## config.mk

```make
export PLATFORM = sky130hd
export DESIGN_NAME = pipe_ctrl_gen
export DESIGN_NICKNAME = d
export VERILOG_FILES = /design/src/rtl/pipe_ctrl_pkg.sv /design/src/rtl/sat_counter.sv /design/src/rtl/pipe_ctrl_gen.sv
export SDC_FILE = /design/constraint.sdc
export NUM_CORES = 1
export LEC_CHECK = 0
export CAP_MARGIN = 20
export CORE_ASPECT_RATIO = 0.9
export CORE_MARGIN = 1
export CORE_UTILIZATION = 45
export CTS_CLUSTER_DIAMETER = 50
export DETAILED_ROUTE_END_ITERATION = 16
export PLACE_DENSITY = 0.82
export SETUP_SLACK_MARGIN = 0.15
export SYNTH_ARGS = -nofsm -noshare
export SYNTH_HDL_FRONTEND = slang
export SYNTH_HIERARCHICAL = 1
export SYNTH_SLANG_ARGS = --single-unit
```

## constraint.sdc

```tcl
create_clock -name clk -period 2.9 [get_ports clk]
set_input_delay 0.435 -clock clk [delete_from_list [all_inputs] [get_ports clk]]
set_output_delay 0.435 -clock clk [all_outputs]
set_load 0.02 [all_outputs]
```

## src/rtl/pipe_ctrl_pkg.sv

```systemverilog
// Shared types and constants for the pipeline hazard controller.
//   exc_state_e : exception drain/flush/recover FSM states.
//   STG_*       : stage indices for the 6-register pipeline configuration.
package pipe_ctrl_pkg;

  typedef enum logic [1:0] {
    EXC_IDLE,
    EXC_WAIT,
    EXC_FLUSH,
    EXC_RECOVER
  } exc_state_e;

  localparam int unsigned STG_PC  = 0;
  localparam int unsigned STG_II  = 1;
  localparam int unsigned STG_ID2 = 2;
  localparam int unsigned STG_EX  = 3;
  localparam int unsigned STG_MEM = 4;
  localparam int unsigned STG_WB  = 5;

endpackage

```

## src/rtl/sat_counter.sv

```systemverilog
// Saturating up-counter with synchronous clear.
//   clk, rst : clock, asynchronous active-high reset
//   inc_i    : count this cycle (ignored once all ones)
//   clr_i    : synchronous clear, wins over inc_i
//   cnt_o    : current count
module sat_counter #(
  parameter int unsigned W = 32
) (
  input  logic         clk,
  input  logic         rst,
  input  logic         inc_i,
  input  logic         clr_i,
  output logic [W-1:0] cnt_o
);

  logic [W-1:0] cnt_q, cnt_d;

  always_comb begin
    cnt_d = cnt_q;
    if (clr_i) begin
      cnt_d = '0;
    end else if (inc_i && !(&cnt_q)) begin
      cnt_d = cnt_q + {{(W-1){1'b0}}, 1'b1};
    end
  end

  always_ff @(posedge clk or posedge rst) begin
    if (rst) begin
      cnt_q <= '0;
    end else begin
      cnt_q <= cnt_d;
    end
  end

  assign cnt_o = cnt_q;

endmodule

```

## src/rtl/pipe_ctrl_gen.sv

```systemverilog
// Pipeline hazard controller: per-register stall/flush generation for an N-register
// in-order pipeline (register 0 = PC, register N-1 = writeback).
//   clk, rst        : clock, asynchronous active-high reset
//   stall_req       : per-stage "cannot advance" requests
//   flush_req       : per-stage redirect requests (younger work is wrong)
//   exc_req         : exception/eret commit request from the oldest stage
//   cnt_clr         : synchronous clear of both perf counters
//   stall_o/flush_o : hold / bubble-load controls per register
//   redirect_o      : PC redirect pulse, redirect_src_o = causing stage
//   exc_busy_o      : exception FSM not idle
//   stall_cnt_o     : cycles with PC held, flush_cnt_o : redirect pulses
module pipe_ctrl_gen
  import pipe_ctrl_pkg::*;
#(
  parameter int unsigned N           = 6,
  parameter int unsigned RECOVER_CYC = 2,
  parameter int unsigned CNT_W       = 32,
  parameter int unsigned IDX_W       = $clog2(N)
) (
  input  logic             clk,
  input  logic             rst,
  input  logic [N-1:0]     stall_req,
  input  logic [N-1:0]     flush_req,
  input  logic             exc_req,
  input  logic             cnt_clr,
  output logic [N-1:0]     stall_o,
  output logic [N-1:0]     flush_o,
  output logic             redirect_o,
  output logic [IDX_W-1:0] redirect_src_o,
  output logic             exc_busy_o,
  output logic [CNT_W-1:0] stall_cnt_o,
  output logic [CNT_W-1:0] flush_cnt_o
);

  localparam int unsigned RcW = (RECOVER_CYC > 1) ? $clog2(RECOVER_CYC + 1) : 1;

  exc_state_e     state_q, state_d;
  logic [N-1:0]   pending_q, pending_d;
  logic [RcW-1:0] rec_q, rec_d;

  logic [N-1:0]     stall_prop;  // older stall holds every younger register
  logic [N-1:0]     bubble;      // bubble below a held register
  logic [N-1:0]     eff;         // redirects allowed to act this cycle
  logic [N-1:0]     le_mask;     // bit k set when k <= oldest effective redirect
  logic [IDX_W-1:0] j_idx;

  always_comb begin
    bubble = '0;
    j_idx  = '0;
    for (int r = 0; r < N; r++) begin
      stall_prop[r] = |(stall_req >> r);
    end
    for (int r = 0; r < N - 1; r++) begin
      bubble[r+1] = stall_prop[r] & ~stall_prop[r+1];
    end
    eff = (flush_req | pending_q) & ~stall_prop;
    for (int r = 0; r < N; r++) begin
      le_mask[r] = |(eff >> r);
      if (eff[r]) begin
        j_idx = IDX_W'(r);  // ascending scan leaves the oldest
      end
    end
  end

  always_comb begin
    state_d        = state_q;
    pending_d      = pending_q;
    rec_d          = rec_q;
    stall_o        = '0;
    flush_o        = '0;
    redirect_o     = 1'b0;
    redirect_src_o = '0;

    unique case (state_q)
      EXC_IDLE: begin
        if (exc_req) begin
          stall_o = '1;
          state_d = (|stall_req) ? EXC_WAIT : EXC_FLUSH;
        end else begin
          stall_o   = stall_prop;
          flush_o   = bubble;
          // Requests from a held stage are parked until that stage moves.
          pending_d = pending_q | (flush_req & stall_prop);
          if (|eff) begin
            flush_o         = bubble | {le_mask[N-1:1], 1'b0};
            stall_o[STG_PC] = 1'b0;
            redirect_o      = 1'b1;
            redirect_src_o  = j_idx;
            pending_d       = pending_d & ~le_mask;
          end
        end
      end
      EXC_WAIT: begin
        stall_o = '1;
        if (stall_req == '0) begin
          state_d = EXC_FLUSH;
        end
      end
      EXC_FLUSH: begin
        flush_o        = {{(N-1){1'b1}}, 1'b0};
        redirect_o     = 1'b1;
        redirect_src_o = IDX_W'(N - 1);
        pending_d      = '0;
        rec_d          = RcW'(RECOVER_CYC);
        state_d        = (RECOVER_CYC > 0) ? EXC_RECOVER : EXC_IDLE;
      end
      EXC_RECOVER: begin
        stall_o         = stall_prop;
        stall_o[STG_PC] = 1'b1;
        flush_o         = bubble;
        flush_o[1]      = 1'b1;
        if (rec_q == RcW'(1)) begin
          state_d = EXC_IDLE;
        end else begin
          rec_d = rec_q - RcW'(1);
        end
      end
      default: state_d = EXC_IDLE;
    endcase
  end

  always_ff @(posedge clk or posedge rst) begin
    if (rst) begin
      state_q   <= EXC_IDLE;
      pending_q <= '0;
      rec_q     <= '0;
    end else begin
      state_q   <= state_d;
      pending_q <= pending_d;
      rec_q     <= rec_d;
    end
  end

  assign exc_busy_o = (state_q != EXC_IDLE);

  sat_counter #(
    .W(CNT_W)
  ) u_stall_cnt (
    .clk  (clk),
    .rst  (rst),
    .inc_i(stall_o[STG_PC]),
    .clr_i(cnt_clr),
    .cnt_o(stall_cnt_o)
  );

  sat_counter #(
    .W(CNT_W)
  ) u_flush_cnt (
    .clk  (clk),
    .rst  (rst),
    .inc_i(redirect_o),
    .clr_i(cnt_clr),
    .cnt_o(flush_cnt_o)
  );

endmodule

```

==> impl_results.md <==
- Worst vdd ir: 0.551 mV
- # rows: 34
- Cell taking the most area after synthesis: dfrtp_1
- RSZ-0062 raised after global routing: yes
- Hold Slack: roughly 0.5 ns
- Die ar.: 0.0107 sq mm
- Core area: just under 0.01 sq mm
- Power consumption: slightly above 0.004 W
- Layout cells sized above 1: 0.199
- CP bufs+invs: 2
- Global route total overflow: 0
- DIE HEIGHT: a little under 100 um
- CP arrival: 2.87 ns
- Tcrit/Tclk final: 0.915
- Setup crit end kind: flop
- Post-synthesis sequential area ratio: 0.400
- Root Driver: clkbuf_16
- Fill cells: 787
- Final WL: 13300 um
- Netlist cell types: 56
- Min Tclk post-route: between 2 and 3 ns
- ANT cells: 0
- Cell depth of the worst setup path: 9
- Drt pass-1 iters: 5
- Post-route ant nets: 0
- Via Count: approximately 4700
- Final core utilization: 0.657
- Synth top area cells: dfrtp_1 (40%), nor2_1 (6.2%), a21oi_1 (5.0%)
- Syn Std Cell Area: 0.00463 sq mm
- Yosys warning count: 6
- CTS clk-pin slew, worst paths: about 0.060 ns
- Number of max-cap violations: 0
- Status: completed
- Cells after Synth: between 500 and 600
- Port buffer count: 95
- Pwr dens: roughly 630 mW/mm^2
- Final instance area: 0.00645 sq mm
- Reg area: approximately 0.0019 sq mm
- Syn Area/Cell: 8.68 sq um
- Initial core utilization: 0.471
- Rel. slew slack: 0.420
- CTS Buf Count: 9
- First-pass GRT wire length: 21800 um
- Hpwl dp: about 9500 um
- Residual DRC: 0
- Setup slack, reg-to-reg: ~0.25 ns
- Max Slew Vio Count: 0
- EDFF count, synth: 0
- Final setup violation count: 0
- Number of H-tree levels: 3
- Worst-case clock buffer depth: 2
- Area share of the largest cell type after synthesis: 0.400
- Synth Register Bits: 74
- Layout overhead on the synthesized area: 39.3%
- Routed WL per cell: about 17 um
- Worst Path Max Fanout: 9
- CTS Sinks: 74
- Footprint of the multi-input gates: around 0.0028 sq mm
- Number of vias per cell: 5.98
- Leak: between 2 and 3 nW
- Slowest-stage cell, CP: clkdlybuf4s50_1
- Reg2reg start: state_q[0]
- Worst-skew pair later-pin latency: 0.34 ns
- CP Launch Type: input pin
- Predominant post-synthesis flop cell: dfrtp_1
- Die width: around 110 um
- CTS tree: yes
- CP Cell Sequence: clkdlybuf4s50_1, nor2_1, o21ai_0, a211oi_4, a31o_4, buf_4, o41ai_4, nor4_1, mux2_1
- Starting DRT DRC Count: 428
- Post-DP Area: 0.00595 sq mm
- RD Place Congestion: roughly 0.95
- Maximum number of pins on one net before global-route repair: slightly below 50
- Crit path largest cell delay: between 0.4 and 0.5 ns
- Worst EP required: approximately 3.1 ns
- Worst-Margin Slew: a little under 0.9 ns
- Async SR Flop Fraction: 1.00
- Top Family by Delay on Critical Path: compound AO/OA/AOI/OAI gates
- Net Count, Synth: 557
- Tot GR Track Use: 0.257
- Worst Hold Class: in -> async
- Vias in the first global route: roughly 4500
- Initial antenna violation count: 0
- Crit path kind: in -> reg
- Max Clk Rate: approximately 380 MHz
- Final hold violation count: 0
- R2R cell count: 10
- Setup Skew: about 0.0078 ns
- Layout Nets: about 690
- IO Pins: 97
- RR Endpoint: u_stall_cnt/cnt_o[29]
==> routing by layer <==
layer  global-route usage  vias to the layer above  part of all wire
li1                     -                     2227                 -
met5                    0                        -                 0
met2                0.408                      184              0.48
met4               0.0925                        0             0.021
met1                0.345                     2302              0.44
met3               0.0521                       30             0.056
==> worst max-delay path by stage <==
stage	start	endpoint	slack [ns]
2_1_floorplan	stall_req[5]	u_flush_cnt/cnt_o[12]	0.09
3_3_place_gp	stall_req[5]	redirect_src_o[0]	-0.29
3_5_place_dp	stall_req[5]	redirect_src_o[0]	-0.39
4_1_cts	stall_req[4]	redirect_src_o[0]	0.002
5_1_grt	state_q[0]	u_stall_cnt/cnt_o[8]	0.14
6_report	flush_req[1]	u_stall_cnt/cnt_o[29]	0.25
==> final cells by class <==
type,instances,share of cell area
sequential,74,0.287
timing repair buffer,140,0.201
clock inverter,7,0.0120
tap,126,0.0244
clock buffer,9,0.0349
multi-input combinational,418,0.430
inverter,19,0.0111
==> report_power, final <==
part           internal [W]  switching, W
Clock              0.000673      0.000460
Sequential          0.00112     0.0000910
Combinational      0.000736       0.00101
Total               0.00253       0.00156
==> cell families (layout without fill, tap and decap cells) <==
family / Yosys count / after routing / share of synthesized area
and+or+nand+nor: 247 / 247 / 0.284
AOI/OAI and AO/OA: 127 / 127 / 0.182
DFF: 74 / 74 / 0.400
buffers and inverters: 42 / 175 / 0.0394
xor gates and xnor gates: 20 / 20 / 0.0378
muxes: 16 / 16 / 0.0375
adders and majority gates: 7 / 7 / 0.0189
other: 1 / 1 / 0.000809
==> synthesized netlist by cell type, types with 3 or more instances <==
cell type / number
a2111oi_0: 6
a211oi_1: 8
a21oi_1: 46
a311oi_1: 3
a31o_2: 5
a31oi_1: 3
and2_1: 3
and3_1: 10
and4_1: 4
buf_2: 3
clkbuf_1: 15
dfrtp_1: 74
ha_1: 7
inv_1: 19
mux2_1: 7
mux2_2: 4
mux2i_1: 5
nand2_1: 24
nand3_1: 31
nand4_1: 16
nor2_1: 76
nor2b_1: 14
nor3_1: 11
nor4_1: 16
nor4b_1: 3
o2111ai_1: 4
o21ai_0: 29
o31ai_1: 7
or2_2: 4
or3_1: 12
or3_2: 10
or4_1: 4
xnor2_1: 12
xor2_1: 8
==> worst register-to-register path: stages, from the launching register on <==
cell and delay (ns):
dfrtp_1 0.41, inv_2 0.08, ha_1 0.23, inv_2 0.09, o221ai_2 0.13, a211oi_4 0.33
a31o_4 0.26, buf_4 0.13, o41ai_4 0.12, nor4_1 0.39, mux2_1 0.36
==> placed cells by master (no fill, tap or decap), drive strengths merged, types with 5 or more instances in the layout <==
master / n
a2111oi: 6
a211oi: 8
a21oi: 46
a31o: 5
and3: 10
buf: 50
clkbuf: 9
clkdlybuf4s50: 76
dfrtp: 74
dlygate4sd2: 8
ha: 7
inv: 21
mux2: 11
mux2i: 5
nand2: 24
nand3: 31
nand4: 18
nor2: 76
nor2b: 14
nor3: 12
nor4: 16
o21ai: 29
o31ai: 7
or3: 24
or4: 7
xnor2: 12
xor2: 8
==> per-stage QoR <==
step           setup TNS [ns]  instances  setup slack, ns
2_1_floorplan               0        534           0.0922
4_1_cts                     0        791          0.00247
3_3_place_gp            -9.97        773           -0.289
3_5_place_dp           -15.00        773           -0.393
5_1_grt                     0        793            0.138
6_report                    0        793            0.248
==> flip-flops by register name, indices dropped and copies added, names as in the netlist <==
name / cells
rec_q: 2
pending_q: 6
u_flush_cnt/cnt_o: 32
u_stall_cnt/cnt_o: 32
state_q: 2
==> repair_timing <==
action / in CTS / in global routing
pin swaps: 5 / 5
hold buffers: 0 / 0
setup endpoints to repair: 52 / 54
gates resized for setup: 54 / 25
setup buffers: 2 / 2
Power figures use the tool's default switching activity.
==> RTL change 1, RTL diff (config.mk and constraints unchanged) <==
The parameter `N` goes from 6 to 12.
--- a/src/rtl/pipe_ctrl_gen.sv
+++ b/src/rtl/pipe_ctrl_gen.sv
@@ -13,5 +13,5 @@
   import pipe_ctrl_pkg::*;
 #(
-  parameter int unsigned N           = 6,
+  parameter int unsigned N           = 12,
   parameter int unsigned RECOVER_CYC = 2,
   parameter int unsigned CNT_W       = 32,
Interface: changed (5 resized); port bits go from 97 to 122. No check against the original RTL was run, so the function may have changed too.
==> RTL change 1 against the original RTL <==
  * Worst setup slack lost 0.22 ns
  * Die area grew 15%
  * Total power grew 29%
  * Area after synthesis grew 16%
  * Wire length grew 34%
  * Cell area grew 28%
  * Synthesized cell count grew 19%
  * Sequential cell count grew 6
  * First-iteration DRC count grew 13%
  * Clock skew shrank 0.0015 ns
==> RTL change 1: results (changes against the original RTL) <==
- Status: finished clean
- WL/cell: 17.7 um (+5.3%)
- Layout Cells excl Fill: 1011 (+27%)
- First-pass GRT wire length: 28400 um (+30%)
- Seq/Total Area, Yosys: 0.373 (-0.0265)
- Adder-Cell Fraction of Synth Area: 0.0187 (-0.000247)
- R2r setup slk: 0.29 ns (+0.04 ns)
- CP max stage cell: or4_4
- Layout inverter count without the clock tree: 21 (+2)
- Post-DP HPWL: 12600 um (+34%)
- Top post-synthesis cells by count: nor2_1, dfrtp_1, o21ai_0, a21oi_1
- Routing usage on met2: 0.503 (+0.0947)
- Critical Path AT: 3.16 ns (+0.29 ns)
- Final-layout clock buffer total: 11 (+2)
- Met1 Usage GRT: 0.379 (+0.0343)
- Rel. slew slack: 0.392 (-0.0279)
- R2R Path End: u_stall_cnt/cnt_o[15]
- Vias in the first global route: 5782 (+29%)
- Critical Path Max Stage Delay: 0.59 ns (+0.15 ns)
- Min-Delay Path Class: in2reg
- GRT met3 Usage: 0.0529 (+0.000835)
- Peak supply drop: 0.531 mV (-3.6%)
- Netlist cell types: 68 (+21%)
- # nets final: 886 (+29%)
- Met1 WL: 7560 um (+30%)
- Drt first pass iters: 7 (+2)
- Pin count of the biggest net entering global routing: 51 (+4.1%)
- Crit path max fanout: 7 (-2)
- Hold WS: 0.367 ns (-0.127 ns)
- Mapped Cells: 638 (+19%)
- Share of cells above drive strength 1: 0.291 (+0.0918)
- Seq area share: 0.243 (-0.0438)
- R2r startpoint: pending_q[11]
- Post-synthesis xor/xnor area fraction: 0.0343 (-0.00353)
- Static Leak: 0.00336 uW (+32%)
- CP delay by family, top: simple AND/OR/NAND/NOR gates
- Port bufs: 120 (+26%)
- Non-clock buffers: 232 (+66%)
- Vias: 6000 (+27%)
- Dpl cell area: 0.00761 mm2 (+28%)
- Cell area after synthesis: 0.00537 mm2 (+16%)
## RTL change 1: changes by cell type in the layout (fill, tap and decap cells not counted), moves of 5 or more
| cell | delta |
|---|---|
| buf_4 | +74 |
| o21ai_0 | +14 |
| nand2_1 | +10 |
| or3_4 | +9 |
| o21ai_1 | +8 |
| or3_2 | -8 |
| a21oi_2 | +6 |
| dfrtp_1 | +6 |
| dlygate4sd2_1 | +6 |
| nor4_4 | +6 |
| nand3_1 | +5 |
| nor3_4 | +5 |
| nor4_1 | -5 |
## RTL change 1: worst max-delay path by stage
stage                             to  slack, ns  depth (start not counted)
2_1_floorplan  u_flush_cnt/cnt_o[12]      -0.18                         13
3_3_place_gp              flush_o[1]      -0.72                          8
3_5_place_dp   u_flush_cnt/cnt_o[27]      -0.78                         12
4_1_cts                   stall_o[1]       0.12                          8
5_1_grt         u_flush_cnt/cnt_o[5]     -0.002                         12
6_report        u_flush_cnt/cnt_o[5]       0.02                         12
## RTL change 1: per-stage QoR
| stage | TNS [ns] | setup slack (ns) | total power, uW | utilization |
|---|---|---|---|---|
| after CTS | 0 | 0.120 | 5110 | 0.694 |
| after floorplan | -2.83 | -0.176 | 2840 | - |
| after global placement | -43.90 | -0.715 | 3950 | 0.660 |
| after detailed placement | -48.22 | -0.781 | 4010 | 0.660 |
| final | 0 | 0.0246 | 5270 | 0.714 |
| after global routing | -0.00154 | -0.00154 | 5530 | 0.714 |
## RTL change 1: power by group
group	leakage, uW	total (uW)	switching (uW)	internal, uW
clock	0.000140	1140	473	667
combinational	0.00212	2770	1590	1180
sequential	0.00110	1360	124	1240
## RTL change 1: repair_timing
action | CTS | global route
gates resized for setup | 127 | 49
setup buffers | 8 | 11
endpoints found under the setup margin | 92 | 59
pin swaps | 24 | 29
==> RTL change 2, RTL diff (same flow settings) <==
Made on the original files. `pending_q` no longer has a reset.
--- a/src/rtl/pipe_ctrl_gen.sv
+++ b/src/rtl/pipe_ctrl_gen.sv
@@ -123,11 +123,13 @@
     if (rst) begin
       state_q   <= EXC_IDLE;
-      pending_q <= '0;
       rec_q     <= '0;
     end else begin
       state_q   <= state_d;
-      pending_q <= pending_d;
       rec_q     <= rec_d;
     end
+  end
+
+  always_ff @(posedge clk) begin
+    pending_q <= pending_d;
   end
 
Function: changed (a bounded check fails within 4 cycles, from zero or initial values and one cycle with rst high).
==> RTL change 2 against the original RTL <==
  * Sequential cell count unchanged
  * Critical endpoint is now u_flush_cnt/cnt_o[3]
  * Utilization increased by 3.0 points
  * Total power increased by 6.9%
  * Cell area increased by 4.6%
  * Worst setup slack got worse by 0.015 ns
  * Wire length about the same
  * Via count decreased by 1.1%
  * Clock skew decreased by 0.0021 ns
  * Area after synthesis decreased by 0.14%
  * Critical path type unchanged
  * Clock power increased by 9.7%
  * Global-route usage decreased by 0.44 points
  * Sequential share of layout area decreased by 0.81 points
==> RTL change 2: results (changes against the original RTL) <==
- Status: finished clean
- Share of cells above drive strength 1: 0.228 (+0.0284)
- Netlist cell types: 58 (+3.6%)
- Post-DP HPWL: 9570 um (+1.2%)
- # nets final: 682 (-0.44%)
- Synth area leaders: dfrtp_1, a21oi_1, nor2_1
- Pre-CTS setup slack: -0.494 ns (-0.101 ns)
- Dpl cell area: 0.00620 mm2 (+4.1%)
- DRT iter0 DRCs: 360 (-16%)
- Final Skew: 0.00567 ns (-0.00209 ns)
- Layout Cells excl Fill: 789 (-0.50%)
- Vias in the first global route: 4483 (+0.31%)
- Final GP Congestion: 0.902 (-4.7%)
- Post-Route WL: 13300 um (about the same)
- Peak supply drop: 0.568 mV (+3.1%)
- Vias: 4689 (-1.1%)
- Filler cells: 730 (-7.2%)
- Critical Path AT: 2.92 ns (+0.05 ns)
- Top post-synthesis cells by count: dfrtp_1, nor2_1, a21oi_1, nand3_1, o21ai_0
- First-pass GRT wire length: 21500 um (-1.5%)
- Dpl cells: 766 (-0.91%)
- Seq/Total Area, Yosys: 0.407 (+0.00703)
- Crit path max fanout: 12 (+3)
- Static Leak: 0.00268 uW (+5.0%)
- Post-synthesis net count: 547 (-1.8%)
- Total track usage: 0.253 (-0.00441)
- Synth async-reset ratio: 0.919 (-0.0811)
- Rel. slew slack: 0.495 (+0.0755)
[RTL change 2: final cells by class]
type,instances,area [um2],share of cell area
sequential,74,1880,0.279
clock buffer,14,305,0.0452
timing repair buffer,150,1410,0.209
clock inverter,2,38.8,0.00575
tap,126,158,0.0234
inverter,21,78.8,0.0117
multi-input combinational,402,2870,0.426
[RTL change 2: cell families (layout without fill, tap and decap cells)]
group	Yosys count	after routing	share of synthesized area
flops	74	74	0.407
buf+inv	47	187	0.0452
other cells	1	1	0.000810
mux	15	15	0.0362
fa+ha+maj	8	8	0.0216
compound gates	121	121	0.169
xor+xnor	20	20	0.0379
simple gates	237	237	0.282
[RTL change 2: critical path, stage by stage]
cell and delay, ns:
dlygate4sd2_1 0.26, or4_4 0.59, buf_4 0.17, nor3_4 0.13, o21ai_2 0.11, a21oi_4 0.21, buf_12 0.15, o41ai_4 0.16
buf_4 0.22, or3_4 0.36, a21oi_1 0.13
[RTL change 2: per-stage QoR]
step	utilization	total power, uW
floorplan	-	2360
global placement	0.631	3060
detailed placement	0.631	3100
CTS	0.679	4380
global route	0.687	4590
finish	0.687	4380
[RTL change 2: final timing paths]
check | endpoint | slack (ns) | from
worst max-delay path | u_flush_cnt/cnt_o[3] | 0.23 | stall_req[2]
worst min-delay path | rec_q[1] | 0.39 | rst
worst max register to register | u_stall_cnt/cnt_o[22] | 0.25 | pending_q[4]
worst min register to register | rec_q[0] | 0.49 | rec_q[0]
max in group asynchronous | u_stall_cnt/cnt_o[9] | 1.98 | rst
min in group clk | rec_q[0] | 0.49 | rec_q[0]
[RTL change 2: routing by layer]
metal,global-route usage,vias up,wire length [um]
met2,0.411,178,6530
met1,0.340,2282,5850
met3,0.0467,19,752
met5,0,-,0
li1,-,2210,-
met4,0.0738,0,172
[RTL change 2: report_power, final]
part | internal [uW] | leakage [uW] | switching [uW]
logic | 841 | 0.00151 | 1040
registers | 1170 | 0.000998 | 88.6
clock network | 814 | 0.000170 | 428
[RTL change 2: repair_timing]
item | 4_1_cts | 5_1_grt
endpoints found under the setup margin | 65 | 28
setup buffers | 7 | 0
gates resized for setup | 36 | 22
pin swaps | 14 | 7
